[src/rtl/div_sequencer.sv]
// Multi-cycle RV32M divide/remainder sequencer: 32-step restoring divider with
// divide-by-zero and signed-overflow fast path, pipeline stall and flush support.
module div_sequencer #(
    parameter int XLEN = 32
) (
    input  logic            clk,
    input  logic            reset,
    input  logic            start,
    input  logic [1:0]      op,
    input  logic [XLEN-1:0] operand1,
    input  logic [XLEN-1:0] operand2,
    input  logic            flush,
    output logic            busy,
    output logic            stall,
    output logic            result_valid,
    output logic [XLEN-1:0] result
);
    localparam int CW = $clog2(XLEN);

    typedef enum logic [1:0] {IDLE, ITER, FIXUP, DONE} state_t;

    state_t          state, state_nxt;
    logic [CW-1:0]   cnt;
    logic [XLEN:0]   rem_r;
    logic [XLEN-1:0] quo_r;
    logic [XLEN-1:0] div_r;
    logic            neg_q, neg_r, is_rem_r;

    function automatic logic [XLEN-1:0] cond_neg(input logic [XLEN-1:0] v, input logic n);
        return n ? -v : v;
    endfunction

    logic signed [XLEN-1:0] op1_s, op2_s;
    logic            is_signed, is_rem, accept, div_zero, ovf, fast;
    logic [XLEN-1:0] abs1, abs2, fast_res;

    assign op1_s     = operand1;
    assign op2_s     = operand2;
    assign is_signed = ~op[0];
    assign is_rem    = op[1];
    assign accept    = start && (state == IDLE) && !flush;
    assign abs1      = cond_neg(operand1, is_signed && (op1_s < 0));
    assign abs2      = cond_neg(operand2, is_signed && (op2_s < 0));
    assign div_zero  = (operand2 == '0);
    assign ovf       = is_signed && (operand1 == {1'b1, {(XLEN-1){1'b0}}}) && (operand2 == '1);
    assign fast      = div_zero || ovf;
    // Overflow quotient equals the dividend (most negative value); remainder is zero.
    assign fast_res  = div_zero ? (is_rem ? operand1 : '1) : (is_rem ? '0 : operand1);

    logic [XLEN:0]          shifted;
    logic signed [XLEN:0]   trial;
    logic [XLEN-1:0]        q_fix, r_fix;

    assign shifted = {rem_r[XLEN-1:0], quo_r[XLEN-1]};
    assign trial   = $signed(shifted - {1'b0, div_r});
    assign q_fix   = cond_neg(quo_r, neg_q);
    assign r_fix   = cond_neg(rem_r[XLEN-1:0], neg_r);

    assign stall = !reset && (accept || (state == ITER) || (state == FIXUP));

    always_comb begin
        state_nxt = state;
        case (state)
            IDLE:    if (accept) state_nxt = fast ? DONE : ITER;
            ITER:    if (flush) state_nxt = IDLE;
                     else if (cnt == CW'(XLEN-1)) state_nxt = FIXUP;
            FIXUP:   state_nxt = flush ? IDLE : DONE;
            DONE:    state_nxt = IDLE;
            default: state_nxt = IDLE;
        endcase
    end

    always_ff @(posedge clk or posedge reset) begin
        if (reset) begin
            state        <= IDLE;
            cnt          <= '0;
            busy         <= 1'b0;
            result_valid <= 1'b0;
            result       <= '0;
        end else begin
            state        <= state_nxt;
            busy         <= (state_nxt != IDLE);
            result_valid <= (state_nxt == DONE);
            if (accept)
                cnt <= '0;
            else if (state == ITER)
                cnt <= cnt + CW'(1);
            if (accept && fast)
                result <= fast_res;
            else if (state == FIXUP && !flush)
                result <= is_rem_r ? r_fix : q_fix;
        end
    end

    // Datapath: operands captured on accept, one quotient bit per ITER cycle
    always_ff @(posedge clk) begin
        if (accept) begin
            rem_r    <= '0;
            quo_r    <= abs1;
            div_r    <= abs2;
            neg_q    <= is_signed && (op1_s[XLEN-1] ^ op2_s[XLEN-1]);
            neg_r    <= is_signed && op1_s[XLEN-1];
            is_rem_r <= is_rem;
        end else if (state == ITER) begin
            if (trial[XLEN]) begin
                rem_r <= shifted;
                quo_r <= {quo_r[XLEN-2:0], 1'b0};
            end else begin
                rem_r <= trial;
                quo_r <= {quo_r[XLEN-2:0], 1'b1};
            end
        end
    end
endmodule

[config.mk]
export PLATFORM = sky130hd
export DESIGN_NAME = div_sequencer
export DESIGN_NICKNAME = d
export VERILOG_FILES = /design/src/rtl/div_sequencer.sv
export SDC_FILE = /design/constraint.sdc
export NUM_CORES = 1
export LEC_CHECK = 0
export CAP_MARGIN = 30
export CORE_MARGIN = 4
export CORE_UTILIZATION = 59
export DETAILED_ROUTE_END_ITERATION = 6
export GPL_ROUTABILITY_DRIVEN = 0
export GPL_TIMING_DRIVEN = 0
export PLACE_DENSITY = 0.82
export SETUP_SLACK_MARGIN = 0.02
export SYNTH_ARGS = -nofsm -noshare
export SYNTH_HDL_FRONTEND = slang
export SYNTH_SLANG_ARGS = --single-unit
[constraint.sdc]
create_clock -name clk -period 3.7 [get_ports clk]
set_input_delay 0.74 -clock clk [delete_from_list [all_inputs] [get_ports clk]]
set_output_delay 0.74 -clock clk [all_outputs]
set_load 0.03 [all_outputs]
# Word-level counts from Yosys, hierarchy flattened
# Cells that the tools add are included.
# op_classes
n_addsub,6
mul,0
n_div,0
magnitude_cmp,2
n_eq_ne,7
shift,0
muxes,22
bitwise,2
n_reduce_logical,21
# op_table
operator,n
$mux W32,13
$neg A32 Y32,4
$eq A32 B32 Y1 const B,2
$lt A32 B1 Y1 const B,2
$sub A33 B32 Y33,1
$logic_not A32 Y1,1
$logic_and A1 B1 Y1,11
$mux W2,5
$mux W5,2
$pmux W2 S4,1
$eq A2 B2 Y1 const B,3
$reduce_bool A2 Y1,3
$add A5 B1 Y5 const B,1
$eq A5 B5 Y1 const B,1
$logic_or A1 B1 Y1,3
$eq A2 B1 Y1 const B,1
$logic_not A1 Y1,2
$logic_not A2 Y1,1
$mux W1,1
$not A1 Y1,1
$xor A1 B1 Y1,1
# word_totals
register_bits,140
latch_bits,0
ramBits,0
romBits,0
in_bits,70
output_inout_bits,35
wordCells,71
mem_count,0

# Longest topological paths before layout
# Gate-level depths: netlist (run 1).
# depth
depth_word,8
mapped_depth,14
mapped_depth_nobuf,12

# Least setup slack after synthesis (run 1)
# OpenSTA, ideal clock, no wires.
# synth_timing
path_type,input -> register
startpoint,in operand2[22]
endpoint,reg result[0]
setup_time_ns,0.118
arrival_ns,3.119
required_ns,3.582
setup_slack_ns,0.463
stages,8
path_buffers,1
path_cell_list,or4_4 -> or3_1 -> or4_4 -> or3_4 -> o22ai_4 -> nor2_1 -> buf_2 -> a21o_1
# synth_via
elab_chain_cells,5
word_cells_on_any_way,8
cone_classes,eq/ne: 1; mux: 2; reduce/logical: 5
# synth_rtl
item,line_no,source
start: declaration,11,"input logic [XLEN-1:0] operand2,"
$eq A32 B32 Y1,45,"assign ovf = is_signed && (operand1 == {1'b1, {(XLEN-1){1'b0}}}) && (operand2 == '1);"
$logic_and A1 B1 Y1,45,
$logic_or A1 B1 Y1,46,assign fast = div_zero || ovf;
$logic_and A1 B1 Y1,88,if (accept && fast)
$mux W32 / $reduce_bool A2 Y1 (equally long branches),--,
end signal: assignment,89,result <= fast_res;
end signal: assignment,91,result <= is_rem_r ? r_fix : q_fix;
end: declaration,16,output logic [XLEN-1:0] result
# Parallel ways exist; a longest one is shown, timed or not.
# A chain may end at the register's enable or synchronous reset.

# Worst setup path in the final report (run 1)
# layout_timing
startpoint,reg quo_r[31]
endpoint,reg rem_r[30]
# layout_via
elab_chain_cells,2
# layout_rtl
item,line_no,source
start: declaration,25,logic [XLEN-1:0] quo_r;
start signal: assignment,99,quo_r <= abs1;
start signal: assignment,107,"quo_r <= {quo_r[XLEN-2:0], 1'b0};"
start signal: assignment,110,"quo_r <= {quo_r[XLEN-2:0], 1'b1};"
$sub A33 B32 Y33,55,"assign trial = $signed(shifted - {1'b0, div_r});"
$mux W32,105,if (trial[XLEN]) begin
end signal: assignment,106,rem_r <= shifted;
end signal: assignment,109,rem_r <= trial;
end: declaration,24,logic [XLEN:0] rem_r;
# Every way passes these cells.

==> flow_summary_export.csv, run 1 <==
group,metric,value,unit
run_status,status,"finished with violations",
synth,synth_async_sr_flop_share,0.2929,
worst_setup_path,critPathArrivalTime,3.91,ns
clocking,path_clk_slew,0.06,ns
sta,grt_setup_unrepaired,"true",
clocking,ctsLongestPathBuffers,2,
routing,drt-wirelength-per-cell,20.45,um
sta,final.setup_skew,0.007457,ns
floorplanning,die_w,141.7,um
cells_and_area,n_antenna_cell,0,
synth,yosysSeqAreaShare,0.3490,
sta,report.final.hold_viol_count,0,
cells_and_area,final_design_area_no_fill,12670,sq um
routing,drt_first_pass_iters,7,
floorplanning,row_count,48,
synth,yosys_register_bits,140,
global_routing,antenna_violations_before_repair,0,
cells_and_area,final_common_cell,"nand2_1",
job,maxCapViolCount,0,
sta,fmax,278.0,MHz
cells_and_area,final_util,0.7276,
floorplanning,core_region_area,17420,sq um
synth,synth-edff-count,67,
power,ir_worst_vdd,0.3616,mV
worst_setup_path,worst-endpoint-required,4.02,ns
global_routing,globalRouteOverflowTotal,0,
worst_setup_path,worst_setup_path_start_kind,"register",
global_routing,grt_start_max_net_pins,45,
sta,final_critical_path_share_of_the_clock_period,0.9722,
floorplanning,ioPinCount,105,
sta,max-slew-margin-rel,0.4773,
synth,synthesized_cell_area,10540,sq um
cells_and_area,drive_gt1_frac,0.06295,
clocking,cts_tree,"built",
routing,vias,10720,
worst_setup_path,cp_max_fo,10,
clocking,cts_made_buffers,17,
cells_and_area,syn2layout_area_growth,20.23,%
worst_setup_path,reg2reg_slack,0.10,ns
worst_setup_path,timing.critical_path.to_type,"register",
hold_path,worstHoldPathType,"register to register",
synth,fraction_of_the_mapped_netlist_area_in_simple_logic_gates,0.2037,
clocking,clock_latency_late_sink,0.44,ns
global_routing,grt_pass1_vias,10040,
synth,postSynthNetCount,1366,
cells_and_area,design.final.nets,1495,
sta,setup_viol,0,
floorplanning,start_util,0.6052,
sta,max_slew.worst_pin.slew,0.7768,ns
floorplanning,die_height,141.7,um
cells_and_area,number_of_inserted_filler_cells_in_the_final_layout,1362,
global_routing,grt_pass1_wl,51.83,mm
global_routing,track_usage,0.3237,
synth,postSynthCellCount,1256,
synth,syn_area_per_cell,8.392,sq um
synth,synth-warning-count,0,
clocking,ctsHtreeMaxLevel,4,
synth,mux_contribution_to_synthesized_area,0.01045,
synth,synth-xor-area-share,0.1222,
power,powerDensity,516.6,nW/um^2
clocking,tritoncts_sinks,140,
routing,avgViaCountPerCell,6.603,
synth,synth-compound-area-share,0.2147,
sta,maxSlewViolCount,0,
sta,timing.final.crit_period,3.597,ns
routing,final_antenna_net_count,0,
synth,synth_flop_type,"edfxtp_1",
floorplanning,die_area,20070,sq um
routing,drc,25,
place,dpl-instance-area,11900,sq um
synth,dominant_combinational_cell_family_by_area_after_synthesis,"compound AO/OA/AOI/OAI gates",
cells_and_area,final_cell_mix,"nand2_1 (132), o21ai_0 (101), clkdlybuf4s50_1 (101)",
synth,netlist-cell-type-count,70,
power,leakage,5.210,nW
worst_setup_path,timing_worst_setup_path_type,"register to register",
run_status,violations_in_the_final_reports,"DRC",
clocking,root_buffer,"clkbuf_16",
place,post-dp-hpwl,24.76,mm
place,port_buffers,103,
routing,drt_first_iter_violations,1752,
synth,post_synthesis_adder_cell_area_fraction,0.05484,
routing,drt-total-wl,33.20,mm
[sequential cells by signal, indices dropped and copies added (netlist names)]
| signal | cells |
|---|---|
| state | 2 |
| is_rem_r | 1 |
| result | 32 |
| quo_r | 32 |
| result_valid | 1 |
| cnt | 5 |
| neg_q | 1 |
| busy | 1 |
| rem_r | 32 |
| div_r | 32 |
| neg_r | 1 |
[synthesized netlist by cell type, types with 22 or more instances]
cell | instances | area share
dfxtp_1 | 32 | 0.061
xnor2_1 | 77 | 0.064
nor2_1 | 99 | 0.035
o31ai_1 | 22 | 0.016
nand4_1 | 50 | 0.030
edfxtp_1 | 67 | 0.19
a21o_1 | 25 | 0.018
inv_1 | 57 | 0.020
clkbuf_1 | 48 | 0.017
dfrtp_1 | 41 | 0.097
xor2_1 | 70 | 0.058
nor3_1 | 23 | 0.011
ha_1 | 39 | 0.046
a21oi_1 | 84 | 0.040
nand3_1 | 29 | 0.014
o21ai_0 | 101 | 0.048
nand2_1 | 133 | 0.047
[cell type report]
class | count | area, sq um | share of cell area
Timing Repair Buffer | 112 | 1149 | 0.09064
Tap cell | 225 | 281.5 | 0.02222
Inverter | 57 | 214.0 | 0.01688
Sequential cell | 140 | 3680 | 0.2904
Clock inverter | 11 | 125.1 | 0.009874
Buffer | 62 | 271.5 | 0.02143
Multi-Input combinational cell | 995 | 6459 | 0.5097
Clock buffer | 21 | 493.0 | 0.03890
[what timing repair did]
item / 4_1_cts / 5_1_grt
resized for setup: 11 / 17
cloned: 0 / 0
setup buffers: 4 / 2
pin swaps: 3 / 3
hold buffers: 0 / 0
endpoints found under the setup margin: 80 / 63
hold endpoints to repair: 0 / 0
[worst paths after layout]
check | startpoint | end | cells past startpoint
min in group asynchronous | reset | result_valid | 2
worst min-delay path | result[9] | result[9] | 1
max in group asynchronous | reset | busy | 3
worst max-delay path | quo_r[31] | rem_r[30] | 13
worst max register to register | quo_r[31] | rem_r[30] | 13
worst min register to register | result[9] | result[9] | 1
[kinds of logic (layout without fill, tap and decap cells)]
group,count (synthesis),in the layout
muxes,11,11
DFF,140,140
adders and majority gates,47,47
and+or+nand+nor,437,437
AOI/OAI and AO/OA,353,353
buffers and inverters,121,263
xor gates and xnor gates,147,147
[metrics by stage]
step	cells	total power (W)	TNS (ns)	hold WS [ns]	setup slack [ns]
after detailed placement	1586	0.004613	-35.96	0.4647	-0.6948
after global routing	1623	0.006879	0	0.4956	0.002093
after floorplan	1256	0.003910	0	0.4877	0.4629
final	1623	0.006546	0	0.4742	0.1030
after global placement	1584	0.004551	-72.90	0.4584	-0.7980
after CTS	1621	0.006444	0	0.4776	0.03766
[metal layers]
metal	GRT usage	share of wire
met1	0.4501	0.40
met2	0.4960	0.45
met3	0.06943	0.11
met4	0.1258	0.044
met5	0	0
[critical path, stage by stage (launching register included)]
cell and delay (ns):
edfxtp_1 0.38, inv_1 0.13, ha_1 0.25, fa_1 0.42, nor2b_2 0.18, o2111ai_2 0.17
a211oi_2 0.37, o31a_1 0.25, o211a_4 0.20, a211oi_2 0.08, or3_1 0.47, buf_2 0.25
a41oi_1 0.21, o21ai_0 0.10
[where the power goes]
part	internal (W)	switching (W)
registers	0.00186	0.000307
clock network	0.00110	0.000718
logic	0.00106	0.00150
total	0.00402	0.00253
Note: power is estimated with default switching activity, not from simulation.
==> inputs of run 2 (changes only) <==
GPL_TIMING_DRIVEN = 1   (was 0)
==> run 2 against run 1 <==
The flow now finishes without violations; design area up 1.6%; worst hold slack better by 0.0048 ns; flip-flop and latch count is the same; register-to-register slack better by 0.07 ns; critical path depth up 2; non-clock buffer count increased by 6; sequential power shrank 2%; clock power barely moved; sequential share of layout area down 0.47 points.
==> flow_summary_export.csv, run 2 (same netlist as run 1, synthesis figures left out) <==
group,metric,value,unit
run_status,status,"finished clean",
sta,setup_viol,0,
global_routing,grt_pass1_vias,10300,
global_routing,grt_pass1_wl,51.27,mm
global_routing,antenna_violations_before_repair,0,
clocking,cts_made_buffers,17,
power,ir_worst_vdd,0.5159,mV
routing,avgViaCountPerCell,6.524,
cells_and_area,syn2layout_area_growth,22.15,%
sta,final_critical_path_share_of_the_clock_period,0.9525,
clocking,root_buffer,"clkbuf_16",
cells_and_area,final_cell_mix,"nand2_1 (133), clkdlybuf4s50_1 (104), o21ai_0 (101)",
floorplanning,die_w,141.7,um
global_routing,track_usage,0.3167,
cells_and_area,n_antenna_cell,0,
clocking,tritoncts_sinks,140,
floorplanning,row_count,48,
job,maxCapViolCount,0,
sta,grt_setup_unrepaired,"false",
cells_and_area,final_util,0.7392,
place,port_buffers,104,
worst_setup_path,cp_max_fo,25,
clocking,path_clk_slew,0.06,ns
routing,drt-wirelength-per-cell,19.46,um
hold_path,worstHoldPathType,"register to register",
cells_and_area,final_common_cell,"nand2_1",
floorplanning,start_util,0.6052,
power,leakage,5.376,nW
sta,final.setup_skew,0.007321,ns
routing,drc,0,
routing,final_antenna_net_count,0,
sta,max-slew-margin-rel,0.3545,
worst_setup_path,timing_worst_setup_path_type,"register to register",
sta,setup_ws,0.1756,ns
power,powerDensity,511.2,nW/um^2
worst_setup_path,timing.critical_path.to_type,"register",
routing,drt-total-wl,31.70,mm
floorplanning,die_area,20070,sq um
cells_and_area,drive_gt1_frac,0.09402,
clocking,ctsLongestPathBuffers,2,
sta,report.final.hold_viol_count,0,
clocking,clock_latency_late_sink,0.44,ns
clocking,ctsHtreeMaxLevel,4,
sta,maxSlewViolCount,0,
floorplanning,ioPinCount,105,
sta,setup_total_negative_slack,0,ns
floorplanning,core_region_area,17420,sq um
worst_setup_path,worst-endpoint-required,4.08,ns
worst_setup_path,worst_setup_path_start_kind,"register",
routing,vias,10630,
floorplanning,die_height,141.7,um
sta,timing.final.crit_period,3.524,ns
routing,drt_first_pass_iters,7,
sta,fmax,283.7,MHz
clocking,postCtsSetupBuffers,0,
place,setup_slack_at_placement,-0.1512,ns
sta,timing.hold.ws,0.4789,ns
routing,drt_first_iter_violations,1183,
global_routing,grt_start_max_net_pins,62,
cells_and_area,design.final.nets,1501,
clocking,cts_tree,"built",
place,post-dp-hpwl,23.06,mm
global_routing,globalRouteOverflowTotal,0,
sta,max_slew.worst_pin.slew,0.9682,ns
power,overall_power,0.006581,W
worst_setup_path,critPathArrivalTime,3.90,ns
## run 2: cell count changes in the layout (fill, tap and decap cells not counted), sizes merged, moves of 3 or more
cell,previous run,this run
clkbuf,70,17
clkinvlp,0,3
buf,22,76
clkdlybuf4s50,101,104
clkinv,3,9
inv,63,56
## run 2: final cells by class
cell class	count	area, sq um
Tap cell	225	281.5
Multi-Input combinational cell	995	6415
Clock buffer	17	425.4
Clock inverter	15	178.9
Fill cell	1314	4542
Timing Repair Buffer	180	1682
Sequential cell	140	3679
Inverter	57	214.0
## run 2: through the flow
step	instance area, sq um	std cells
2_1_floorplan	10540	1256
3_3_place_gp	12220	1596
3_5_place_dp	12220	1596
4_1_cts	12830	1628
5_1_grt	12870	1629
6_report	12870	1629
## run 2: power breakdown
part	total [W]	switching, W	internal (W)	leakage (nW)
Sequential	0.00213	0.000262	0.00186	1.46
Combinational	0.00266	0.00154	0.00112	3.63
Clock	0.00179	0.000681	0.00111	0.291
## run 2: critical path: stages (launching register included)
cell and delay, ns:
edfxtp_1 0.41, inv_1 0.20, ha_1 0.23, fa_1 0.21, nor2b_2 0.06, o2111ai_2 0.25
a211oi_2 0.11, buf_4 0.16, o31a_1 0.30, o211a_1 0.26, buf_4 0.15, a211o_1 0.26
a21o_1 0.23, buf_12 0.18, a211oi_1 0.27, a221o_1 0.16
## run 2: timing repair
| action | CTS | global route |
|---|---|---|
| setup endpoints to repair | 0 | 33 |
| resized for setup | 0 | 4 |
| hold buffers | 0 | 0 |
## run 2: worst paths after layout
kind	from	end	slack [ns]	depth (start not counted)
worst min register to register	result[12]	result[12]	0.48	1
max in group asynchronous	reset	cnt[1]	2.19	3
worst min-delay path	result[12]	result[12]	0.48	1
worst max-delay path	quo_r[31]	rem_r[0]	0.18	15
min in group asynchronous	reset	result[2]	0.78	2
worst max register to register	quo_r[31]	rem_r[0]	0.18	15
## run 2: layer usage
layer	vias to the layer above	track usage	share of wire
li1	4864	-	-
met2	583	0.5112	0.47
met4	0	0.1354	0.039
met3	126	0.06168	0.087
met5	-	0	0
met1	5055	0.4164	0.40
==> inputs of run 3 (changes only) <==
REMOVE_ABC_BUFFERS = 1   (was default)
SLEW_MARGIN = 40   (was default)
==> run 3 against run 2 <==
Flip-flop and latch count unchanged; largest power group unchanged; cell count decreased by 0.37%; critical endpoint is now rem_r[20]; die area is the same; utilization down 0.40 points; critical path type unchanged; maximum frequency increased by 0.54%; worst hold slack better by 0.012 ns.
==> flow_summary_export.csv, run 3 (same netlist as run 1, synthesis figures left out) <==
group,metric,value,unit
global_routing,gr-usage-met1,0.3881,
sta,maxSlewViolCount,0,
global_routing,grt.met3_usage,0.04584,
job,maxCapViolCount,0,
floorplanning,start_util,0.6052,
power,powerDensity,498.7,nW/um^2
place,setup_slack_at_placement,-0.1073,ns
clocking,ctsLongestPathBuffers,2,
worst_setup_path,timing_worst_setup_path_type,"register to register",
floorplanning,die_area,20070,sq um
floorplanning,core_region_area,17420,sq um
clocking,cts-hold-fix-buffers,0,
worst_setup_path,cp.buffers_inverters,3,
worst_setup_path,critical-path-slowest-cell,"edfxtp_1",
cells_and_area,final_common_cell,"nand2_1",
worst_setup_path,worst-endpoint-required,4.08,ns
clocking,root_buffer,"clkbuf_16",
power,power_frac_seq,0.333,
worst_setup_path,cp_slowest_stage_delay,0.44,ns
sta,final.setup_skew,0.006185,ns
routing,vias,10370,
global_routing,grt_pass1_vias,9680,
clocking,ctsHtreeMaxLevel,4,
routing,drt-total-wl,30.03,mm
worst_setup_path,critPathArrivalTime,3.88,ns
worst_setup_path,timing.critical_path.to_type,"register",
power,power_spent_charging_and_discharging_nets,0.002400,W
worst_setup_path,crit_path_leading_delay_family,"compound AO/OA/AOI/OAI gates",
place,post-dp-hpwl,21.88,mm
sta,final_critical_path_share_of_the_clock_period,0.9474,
sta,grt_setup_unrepaired,"false",
power,power.internal,0.003987,W
cells_and_area,final_cell_mix,"nand2_1 (133), clkdlybuf4s50_1 (103), o21ai_0 (101)",
cells_and_area,syn2layout_area_growth,21.50,%
cells_and_area,drive_gt1_frac,0.08941,
cells_and_area,final_design_area_no_fill,12810,sq um
routing,drt_first_pass_iters,7,
worst_setup_path,cp_max_fo,17,
worst_setup_path,crit_chain,"inv_1 > ha_1 > fa_1 > nor2b_1 > o2111ai_2 > a211oi_1 > buf_4 > o31a_1 > o211a_1 > a211oi_1 > or3_4 > buf_4 > a211o_1 > nand3_1",
power,leakage,5.349,nW
sta,max_slew.worst_pin.slew,0.6893,ns
worst_setup_path,worst_setup_path_start_kind,"register",
power,ir_worst_vdd,0.4401,mV
routing,final_antenna_net_count,0,
sta,report.final.hold_viol_count,0,
cells_and_area,number_of_inserted_filler_cells_in_the_final_layout,1299,
routing,avgViaCountPerCell,6.388,
sta,max-slew-margin-rel,0.5400,
routing,drt_first_iter_violations,1204,
global_routing,antenna_violations_before_repair,0,
run_status,status,"finished clean",
floorplanning,row_count,48,
floorplanning,ioPinCount,105,
floorplanning,die_w,141.7,um
sta,timing.final.crit_period,3.505,ns
power,share_clk_of_total_power,0.260,
clocking,cts_tree,"built",
global_routing,top_usage_layer,"met2",
place,port_buffers,104,
clocking,path_clk_slew,0.06,ns
power,share_of_power_burned_in_combinational_logic,0.407,
global_routing,globalRouteOverflowTotal,0,
routing,drc,0,
global_routing,track_usage,0.2972,
sta,setup_viol,0,
sta,setup_ws,0.1946,ns
global_routing,grt_start_max_net_pins,63,
clocking,clock_latency_late_sink,0.44,ns
sta,fmax,285.3,MHz
floorplanning,die_height,141.7,um
hold_path,worstHoldPathType,"register to register",
place,dpl-instance-area,12210,sq um
clocking,tritoncts_sinks,140,
clocking,cts_made_buffers,17,
global_routing,groute.layer.met2.usage,0.4853,
global_routing,grt_pass1_wl,48.43,mm
routing,drt-wirelength-per-cell,18.50,um
cells_and_area,n_antenna_cell,0,
power,switching_share,0.3757,
cells_and_area,design.final.nets,1495,
-- run 3: final timing paths --
check | start | slack, ns | end | cells past startpoint
max in group asynchronous | reset | 2.38 | result[27] | 3
min in group asynchronous | reset | 0.58 | state[1] | 2
worst max register to register | quo_r[31] | 0.19 | rem_r[20] | 14
worst min-delay path | result[8] | 0.49 | result[8] | 1
worst min register to register | result[8] | 0.49 | result[8] | 1
worst max-delay path | quo_r[31] | 0.19 | rem_r[20] | 14
-- run 3: what timing repair did --
item / in CTS / in global routing
endpoints found under the setup margin: 0 / 6
setup buffers: 0 / 0
resized for setup: 0 / 2
-- run 3: cell type report --
| type | instances | area [sq um] | area share |
|---|---|---|---|
| Multi-Input combinational cell | 995 | 6402 | 0.5000 |
| Sequential cell | 140 | 3679 | 0.2873 |
| Timing Repair Buffer | 174 | 1654 | 0.1292 |
| Clock buffer | 26 | 545.5 | 0.04260 |
| Tap cell | 225 | 281.5 | 0.02198 |
| Inverter | 57 | 214.0 | 0.01671 |
| Clock inverter | 6 | 30.03 | 0.002345 |
-- run 3: power by group through the flow --
stage / Sequential, W / Combinational (W) / Clock, W
floorplan: 0.00213 / 0.00176 / 0
global placement: 0.00214 / 0.00245 / 0
detailed placement: 0.00215 / 0.00253 / 0
CTS: 0.00212 / 0.00256 / 0.00166
global route: 0.00215 / 0.00285 / 0.00173
finish: 0.00213 / 0.00260 / 0.00166
-- run 3: layer usage --
layer / part of all wire / wire length, um
met5: 0 / 0
met4: 0.040 / 1198
met3: 0.085 / 2562
met2: 0.47 / 14190
met1: 0.40 / 12080
-- run 3: through the flow --
step            TNS, ns  cells  utilization  hold slack (ns)  total power (W)
2_1_floorplan   -111.94   1192            -           0.4877         0.003882
3_3_place_gp   -0.05928   1588       0.6993           0.4727         0.004591
3_5_place_dp     -1.551   1590       0.7009           0.4736         0.004671
4_1_cts               0   1622       0.7340           0.4899         0.006337
5_1_grt               0   1623       0.7353           0.4990         0.006724
6_report              0   1623       0.7353           0.4911         0.006387
